### src/rtl/multi_samp.sv
// multi_samp: unsigned WIDTH x WIDTH multiplier with overflow flag.
// Res[2*WIDTH-1:0] holds the full product, Res[2*WIDTH] is set when the
// product does not fit in WIDTH bits.
// Build option: define MULTI_SAMP_FAST_EN for a single-cycle registered
// multiplier (busy tied low, start accepted every cycle); otherwise a
// shift-add datapath performs one partial-product step per clock.
//
// state | meaning
// IDLE  | waiting for start, Res holds last result
// RUN   | shift-add steps in progress, busy high
module multi_samp #(
  parameter int WIDTH = 4
) (
  input  logic               clk,
  input  logic               rst,
  input  logic               start,
  input  logic [WIDTH-1:0]   A_in,
  input  logic [WIDTH-1:0]   B_in,
  output logic [2*WIDTH:0]   Res,
  output logic               busy,
  output logic               done
);

`ifdef MULTI_SAMP_FAST_EN

  logic [2*WIDTH:0]   res_d, res_q;
  logic               done_d, done_q;
  logic [2*WIDTH-1:0] prod;

  // Combinational product, captured whenever start is high
  always_comb begin
    prod   = {{WIDTH{1'b0}}, A_in} * {{WIDTH{1'b0}}, B_in};
    res_d  = res_q;
    done_d = 1'b0;
    if (start) begin
      res_d  = {|prod[2*WIDTH-1:WIDTH], prod};
      done_d = 1'b1;
    end
  end

  // Result and done registers
  always_ff @(posedge clk or posedge rst) begin
    if (rst) begin
      res_q  <= '0;
      done_q <= 1'b0;
    end else begin
      res_q  <= res_d;
      done_q <= done_d;
    end
  end

  assign Res  = res_q;
  assign done = done_q;
  assign busy = 1'b0;

`else

  localparam int CW = (WIDTH > 1) ? $clog2(WIDTH) : 1;

  typedef enum logic {IDLE, RUN} state_t;

  state_t             state_d, state_q;
  logic [2*WIDTH-1:0] mcand_d, mcand_q;
  logic [2*WIDTH-1:0] acc_d, acc_q;
  logic [2*WIDTH-1:0] acc_sum;
  logic [WIDTH-1:0]   mplier_d, mplier_q;
  logic [CW-1:0]      cnt_d, cnt_q;
  logic [2*WIDTH:0]   res_d, res_q;
  logic               done_d, done_q;

  // Next-state and shift-add step; the down-counter's terminal count marks the last step
  always_comb begin
    state_d  = state_q;
    mcand_d  = mcand_q;
    acc_d    = acc_q;
    mplier_d = mplier_q;
    cnt_d    = cnt_q;
    res_d    = res_q;
    done_d   = 1'b0;
    acc_sum  = acc_q + (mplier_q[0] ? mcand_q : '0);
    case (state_q)
      IDLE: begin
        if (start) begin
          mcand_d  = {{WIDTH{1'b0}}, A_in};
          mplier_d = B_in;
          acc_d    = '0;
          cnt_d    = CW'(WIDTH - 1);
          state_d  = RUN;
        end
      end
      RUN: begin
        acc_d    = acc_sum;
        mcand_d  = mcand_q << 1;
        mplier_d = mplier_q >> 1;
        cnt_d    = cnt_q - CW'(1);
        if (cnt_q == '0) begin
          res_d   = {|acc_sum[2*WIDTH-1:WIDTH], acc_sum};
          done_d  = 1'b1;
          state_d = IDLE;
        end
      end
      default: state_d = IDLE;
    endcase
  end

  // State, operand, accumulator and result registers
  always_ff @(posedge clk or posedge rst) begin
    if (rst) begin
      state_q  <= IDLE;
      mcand_q  <= '0;
      acc_q    <= '0;
      mplier_q <= '0;
      cnt_q    <= '0;
      res_q    <= '0;
      done_q   <= 1'b0;
    end else begin
      state_q  <= state_d;
      mcand_q  <= mcand_d;
      acc_q    <= acc_d;
      mplier_q <= mplier_d;
      cnt_q    <= cnt_d;
      res_q    <= res_d;
      done_q   <= done_d;
    end
  end

  assign Res  = res_q;
  assign done = done_q;
  assign busy = (state_q == RUN);

`endif

endmodule

### config.mk
export PLATFORM = sky130hd
export DESIGN_NAME = multi_samp
export DESIGN_NICKNAME = d
export VERILOG_FILES = /design/src/rtl/multi_samp.sv
export SDC_FILE = /design/constraint.sdc
export NUM_CORES = 1
export LEC_CHECK = 0
export ABC_CLOCK_PERIOD_IN_PS = 2800
export CAP_MARGIN = 40
export CORE_ASPECT_RATIO = 1.25
export CORE_MARGIN = 3
export CORE_UTILIZATION = 54
export DETAILED_ROUTE_END_ITERATION = 16
export PLACE_DENSITY_LB_ADDON = 0.05
export SYNTH_ARGS = -nofsm -noshare
export SYNTH_HDL_FRONTEND = slang
export SYNTH_SLANG_ARGS = --single-unit
### constraint.sdc
create_clock -name clk -period 2.8 [get_ports clk]
set_clock_uncertainty 0.2 [all_clocks]
set_input_delay 0.84 -clock clk [delete_from_list [all_inputs] [get_ports clk]]
set_output_delay 0.84 -clock clk [all_outputs]
set_load 0.02 [all_outputs]
==> results.py, run 1 <==
metrics = {
    "status": {
        "status": "completed",
    },
    "pwr": {
        "clkPwrFrac": 0.189,
        "power.switching_mw": 0.699,
        "cellLeakagePower_nw": 0.950,
        "p_int_mw": 1.26,
        "p_per_area_nw_per_um2": 948,
        "p_seq_frac": 0.388,
        "ir_drop_uv": 582,
        "power_frac_comb": 0.422,
        "power.share.switching": 0.357,
    },
    "run": {
        "maxCapViolCount": 0,
    },
    "worst_setup_path": {
        "worstSetupPathType": "flop to flop",
        "crit_start": "mplier_q[0]",
        "critPathMaxFanout": 6,
        "cp-start-kind": "flop",
        "r2r_slack_ps": 140,
        "r2r-start": "mplier_q[0]",
        "cp_data_required_time_ps": 2820,
        "crit_arrival_ps": 2680,
        "reg2reg_depth": 8,
        "endpoint_kind": "flop",
        "timing.rr.end": "Res[8]",
    },
    "finish": {
        "final_cell_mix": "dfrtp_1, nand2_1, clkdlybuf4s50_1, o21ai_0, nand2b_1",
        "final_common_cell": "dfrtp_1",
        "fin_util": 0.688,
        "nets": 213,
        "areaGrowthSynthToFinish_pct": 20.5,
        "layout-drive-gt1-share": 0.129,
        "num_antenna_cells": 0,
    },
    "global_route": {
        "antenna_found_initial": 0,
        "grt.total_usage": 0.191,
        "grt_max_degree": 45,
        "overflow": 0,
        "grt_pass1_wl_um": 5530,
        "first_global_vias": 1263,
    },
    "clocking": {
        "cts_max_level": 2,
        "numCtsBuffers": 5,
        "cts_sinks": 33,
        "cts_tree": "yes",
        "clkTransAtPathRegs_ps": 100,
        "cts_root_buf": "clkbuf_4",
        "cts.path.max_buffers": 2,
        "clock_latency_ps": 340,
    },
    "route": {
        "top_layer": "met4",
        "wl_per_cell_um": 14.3,
        "drt_iter0_markers": 20,
        "wl_met1_um": 1380,
        "drcViolationCount": 0,
        "vias_per_cell": 5.50,
        "dr.pass1.iters": 4,
        "dr_total_vias": 1264,
        "met3WireLength_um": 141,
        "wirelength_um": 3280,
        "wl_met2_um": 1670,
        "antenna_left": 0,
    },
    "sta": {
        "finalCritPeriodShare": 0.950,
        "max_freq_mhz": 376,
        "fin_crit_ps": 2660,
        "worst_pin_slew_ps": 409,
        "final_hold_viol_count": 0,
        "tns_ps": 0,
        "drv_slew": 0,
        "slew_headroom": 0.727,
        "rsz0062_at_grt": "no",
        "setup_viol": 0,
    },
    "floorplanning": {
        "rows": 22,
        "ios": 22,
        "core_area_um2": 3000,
        "initial_core_util": 0.571,
        "die_area_um2": 3890,
        "die_h_um": 69.0,
        "die-width_um": 56.4,
    },
    "hold_path": {
        "hold_depth": 1,
        "whs_endpoint": "cnt_q[0]",
        "hp-start": "cnt_q[0]",
        "hp-class": "flop to flop",
    },
    "synthesis": {
        "ys_ff_latch": 33,
        "synth_warnings": 0,
        "postSynthAreaPerCell_um2": 10.2,
        "synth_area_um2": 1710,
        "netlist_instances": 168,
        "synthesis.nets": 188,
        "ys_types": 32,
        "ys_seq_area_frac": 0.482,
    },
    "placement": {
        "place_congestion": 0.881,
        "post-dp-hpwl_um": 2400,
        "numPortBuffers": 21,
    },
}
==> flip-flops by register name, indices dropped and copies added (netlist names) <==
name and flops:
Res 9, mcand_q 8, done 1, mplier_q 4, acc_q 8, busy 1, cnt_q 2
==> repair_timing <==
item	4_1_cts	5_1_grt
gates resized for setup	0	2
hold endpoints to repair	0	0
hold buffers	0	0
endpoints found under the setup margin	0	1
setup buffers	0	2
==> stage by stage <==
| stage | instance area [um^2] | hold slack [ps] | total power, mW | setup slack, ps | instances |
|---|---|---|---|---|---|
| finish | 2070 | 281 | 1.96 | 141 | 230 |
| global route | 2070 | 297 | 2.11 | 40.4 | 230 |
| CTS | 2050 | 282 | 1.97 | 19.9 | 228 |
| detailed placement | 1960 | 270 | 1.59 | 52.9 | 220 |
| global placement | 1960 | 257 | 1.54 | 119 | 220 |
| floorplan | 1710 | 245 | 1.32 | 227 | 168 |
==> cells by family (layout without fill, tap and decap cells) <==
kind of cell / after synthesis / in the layout / share of synthesized area
flip-flops: 33 / 33 / 0.482
adder cells (fa/ha/maj): 9 / 9 / 0.0701
AO/OA/AOI/OAI: 35 / 35 / 0.119
multiplexers: 16 / 16 / 0.0985
buffers and inverters: 14 / 40 / 0.0307
AND/OR/NAND/NOR: 55 / 55 / 0.169
XOR/XNOR: 6 / 6 / 0.0307
==> synthesized netlist by cell type <==
cell type | n | share of area
a211oi_1 | 2 | 0.0088
a21o_1 | 2 | 0.0088
a21o_2 | 1 | 0.0051
a21oi_1 | 8 | 0.023
and2_1 | 8 | 0.029
buf_1 | 2 | 0.0044
clkbuf_1 | 6 | 0.013
clkinv_1 | 1 | 0.0022
dfrtp_1 | 33 | 0.48
fa_1 | 1 | 0.012
ha_1 | 8 | 0.058
inv_1 | 5 | 0.011
mux2_2 | 7 | 0.046
mux2i_1 | 9 | 0.053
nand2_1 | 21 | 0.046
nand2_2 | 1 | 0.0037
nand2b_1 | 10 | 0.036
nand3_1 | 1 | 0.0029
nand4_1 | 1 | 0.0037
nor2_1 | 3 | 0.0066
nor3_1 | 4 | 0.012
nor3b_1 | 2 | 0.0088
o2111a_1 | 1 | 0.0066
o21ai_0 | 19 | 0.055
o221ai_1 | 1 | 0.0051
o32a_1 | 1 | 0.0058
or2b_2 | 1 | 0.0051
or3_1 | 1 | 0.0037
or3_4 | 1 | 0.0066
or3b_1 | 1 | 0.0051
xnor2_1 | 5 | 0.026
xor2_1 | 1 | 0.0051
==> critical path: stages, from the launching register on <==
cell	delay, ps
dfrtp_2	430
buf_4	140
and2_1	130
ha_1	350
or2b_2	210
o221ai_1	110
or3_4	360
or3_1	320
o32a_1	290
==> how the worst max path moves through the flow <==
stage	to	slack [ps]	cells past startpoint
after floorplan	Res[8]	230	8
after global placement	Res[8]	120	8
after detailed placement	Res[8]	50	8
after CTS	Res[8]	20	8
after global routing	Res[8]	40	8
final	Res[8]	140	8
==> layer usage <==
layer  vias to the layer above  GRT usage
met4                         0      0.101
li1                        626          -
met3                        12     0.0559
met2                        30      0.349
met5                         -          0
met1                       596      0.199
==> power by group through the flow <==
stage	Clock [mW]	Sequential (mW)	Combinational, mW
final	0.371	0.761	0.826
after global routing	0.407	0.781	0.922
after CTS	0.382	0.767	0.816
after detailed placement	0	0.777	0.811
after global placement	0	0.766	0.776
after floorplan	0	0.810	0.508
==> cell type report <==
cell class	instances	area, um^2
inverter	6	22.5
clock buffer	7	55.1
tap	36	45.0
multi-input combinational	121	838
sequential	33	827
timing repair buffer	26	248
clock inverter	1	30.0
fill	251	935
Power figures use the tool's default switching activity.
==> run 2: changes to the inputs <==
--- a/constraint.sdc
+++ b/constraint.sdc
@@ -4,2 +4,2 @@
 set_output_delay 0.84 -clock clk [all_outputs]
-set_load 0.02 [all_outputs]
+set_load 0.1 [all_outputs]
==> run 2 against run 1 <==
Compared with the run above:
- final area decreased by 1.5%
- flip-flop and latch count did not move
- utilization is 1.0 points lower
- clock power about the same
- setup slack lost 20 ps
- fmax is 0.73% lower
- non-clock buffer count fell by 2
- critical path depth unchanged
- register-to-register slack got worse by 20 ps
- sequential share of layout area rose by 0.59 points
- routed wire length decreased by 0.88%
- global-route usage is 0.35 points higher
- highest routed layer unchanged
==> results.py, run 2 (synthesis gave the netlist of run 1 again) <==
metrics = {
    "floorplanning": {
        "ios": 22,
        "die_h_um": 69.0,
        "initial_core_util": 0.571,
        "core_area_um2": 3000,
        "die-width_um": 56.4,
        "die_area_um2": 3890,
        "rows": 22,
    },
    "route": {
        "wirelength_um": 3250,
        "drcViolationCount": 0,
        "wl_per_cell_um": 14.3,
        "vias_per_cell": 5.53,
        "dr.pass1.iters": 4,
        "dr_total_vias": 1261,
        "antenna_left": 0,
        "drt_iter0_markers": 36,
    },
    "worst_setup_path": {
        "critical_path_depth": 8,
        "endpoint_kind": "flop",
        "max_stage_delay_ps": 450,
        "timing.rr.end": "Res[8]",
        "cp_data_required_time_ps": 2810,
        "crit_arrival_ps": 2690,
        "critPathMaxFanout": 9,
        "r2r_slack_ps": 120,
        "cp-start-kind": "flop",
        "r2r-start": "mplier_q[0]",
        "worstSetupPathType": "flop to flop",
        "path_delay_family": "compound AO/OA/AOI/OAI gates",
        "worstPathCellList": "and2_1 -> ha_1 -> fa_2 -> a21o_2 -> a21oi_1 -> xnor2_1 -> or3_1 -> o32a_1",
        "slowest_stage": "dfrtp_2",
        "reg2reg_depth": 8,
        "crit_buf_inv": 0,
    },
    "sta": {
        "finalCritPeriodShare": 0.957,
        "drv_slew": 0,
        "tns_ps": 0,
        "fin_crit_ps": 2680,
        "final_hold_viol_count": 0,
        "slew_headroom": 0.713,
        "rsz0062_at_grt": "no",
        "worst_pin_slew_ps": 430,
        "max_freq_mhz": 373,
        "setup_viol": 0,
    },
    "placement": {
        "place_congestion": 0.823,
        "post-dp-hpwl_um": 2380,
        "numPortBuffers": 21,
    },
    "clocking": {
        "cts_tree": "yes",
        "numCtsBuffers": 5,
        "cts_root_buf": "clkbuf_4",
        "clkTransAtPathRegs_ps": 100,
        "cts.path.max_buffers": 2,
        "cts_hold_buf": 0,
        "post_cts_buffers": 0,
        "cts_max_level": 2,
        "clock_latency_ps": 330,
        "post_cts_resized": 0,
        "cts_sinks": 33,
    },
    "finish": {
        "multiInputGateArea_um2": 838,
        "nets": 211,
        "num_antenna_cells": 0,
        "fillCellCount": 250,
        "layout-drive-gt1-share": 0.177,
        "areaGrowthSynthToFinish_pct": 18.8,
        "largest_reg_flops": 9,
        "final_common_cell": "dfrtp_1",
        "final_cell_mix": "dfrtp_1, nand2_1, o21ai_0, buf_4",
        "regArea_um2": 827,
        "fin_util": 0.678,
    },
    "pwr": {
        "cellLeakagePower_nw": 0.959,
        "ir_drop_uv": 888,
        "p_per_area_nw_per_um2": 1110,
    },
    "global_route": {
        "first_global_vias": 1333,
        "grt_pass1_wl_um": 5660,
        "grt_max_degree": 34,
        "overflow": 0,
        "antenna_found_initial": 0,
        "grt.total_usage": 0.194,
    },
    "hold_path": {
        "hp-start": "cnt_q[0]",
        "hold_depth": 1,
        "hp-class": "flop to flop",
        "whs_endpoint": "cnt_q[0]",
    },
    "status": {
        "status": "completed",
    },
    "run": {
        "maxCapViolCount": 0,
    },
}
[run 2: layout make-up]
type / instances / share of cell area
Clock buffer: 7 / 0.0270
Clock inverter: 1 / 0.0148
Timing Repair Buffer: 24 / 0.107
Sequential cell: 33 / 0.406
Multi-Input combinational cell: 121 / 0.412
Inverter: 6 / 0.0111
Tap cell: 36 / 0.0221
[run 2: worst register-to-register path, cell delays in order, from the launching register on]
cell	delay, ps
dfrtp_2	450
and2_1	170
ha_1	210
fa_2	370
a21o_2	200
a21oi_1	190
xnor2_1	130
or3_1	350
o32a_1	290
[run 2: worst max-delay path by stage]
stage / from / endpoint / slack [ps]
global placement: mplier_q[0] / Res[8] / 120
detailed placement: mplier_q[0] / Res[8] / 60
CTS: mplier_q[0] / Res[8] / 30
floorplan: mplier_q[0] / Res[8] / 230
finish: mplier_q[0] / Res[8] / 120
global route: mplier_q[0] / Res[8] / 10
[run 2: where the power goes]
part / switching, mW / internal (mW) / total [mW]
Clock: 0.156 / 0.213 / 0.369
Combinational: 0.741 / 0.374 / 1.12
Sequential: 0.130 / 0.651 / 0.781
Total: 1.03 / 1.24 / 2.27
[run 2: metal layers]
layer | vias to the layer above | share of wire | track usage
li1 | 622 | - | -
met2 | 25 | 0.51 | 0.357
met4 | 0 | 0.011 | 0.0890
met5 | - | 0 | 0
met1 | 610 | 0.45 | 0.212
met3 | 4 | 0.036 | 0.0503
[run 2: through the flow]
| stage | area (um^2) | power (mW) | std cells | setup WS (ps) | hold slack [ps] |
|---|---|---|---|---|---|
| after floorplan | 1710 | 1.65 | 168 | 227 | 245 |
| after global placement | 1950 | 1.88 | 220 | 120 | 260 |
| after detailed placement | 1950 | 1.92 | 220 | 57.9 | 265 |
| after CTS | 2030 | 2.29 | 228 | 33.7 | 279 |
| after global routing | 2040 | 2.42 | 228 | 11.7 | 310 |
| final | 2040 | 2.27 | 228 | 122 | 273 |
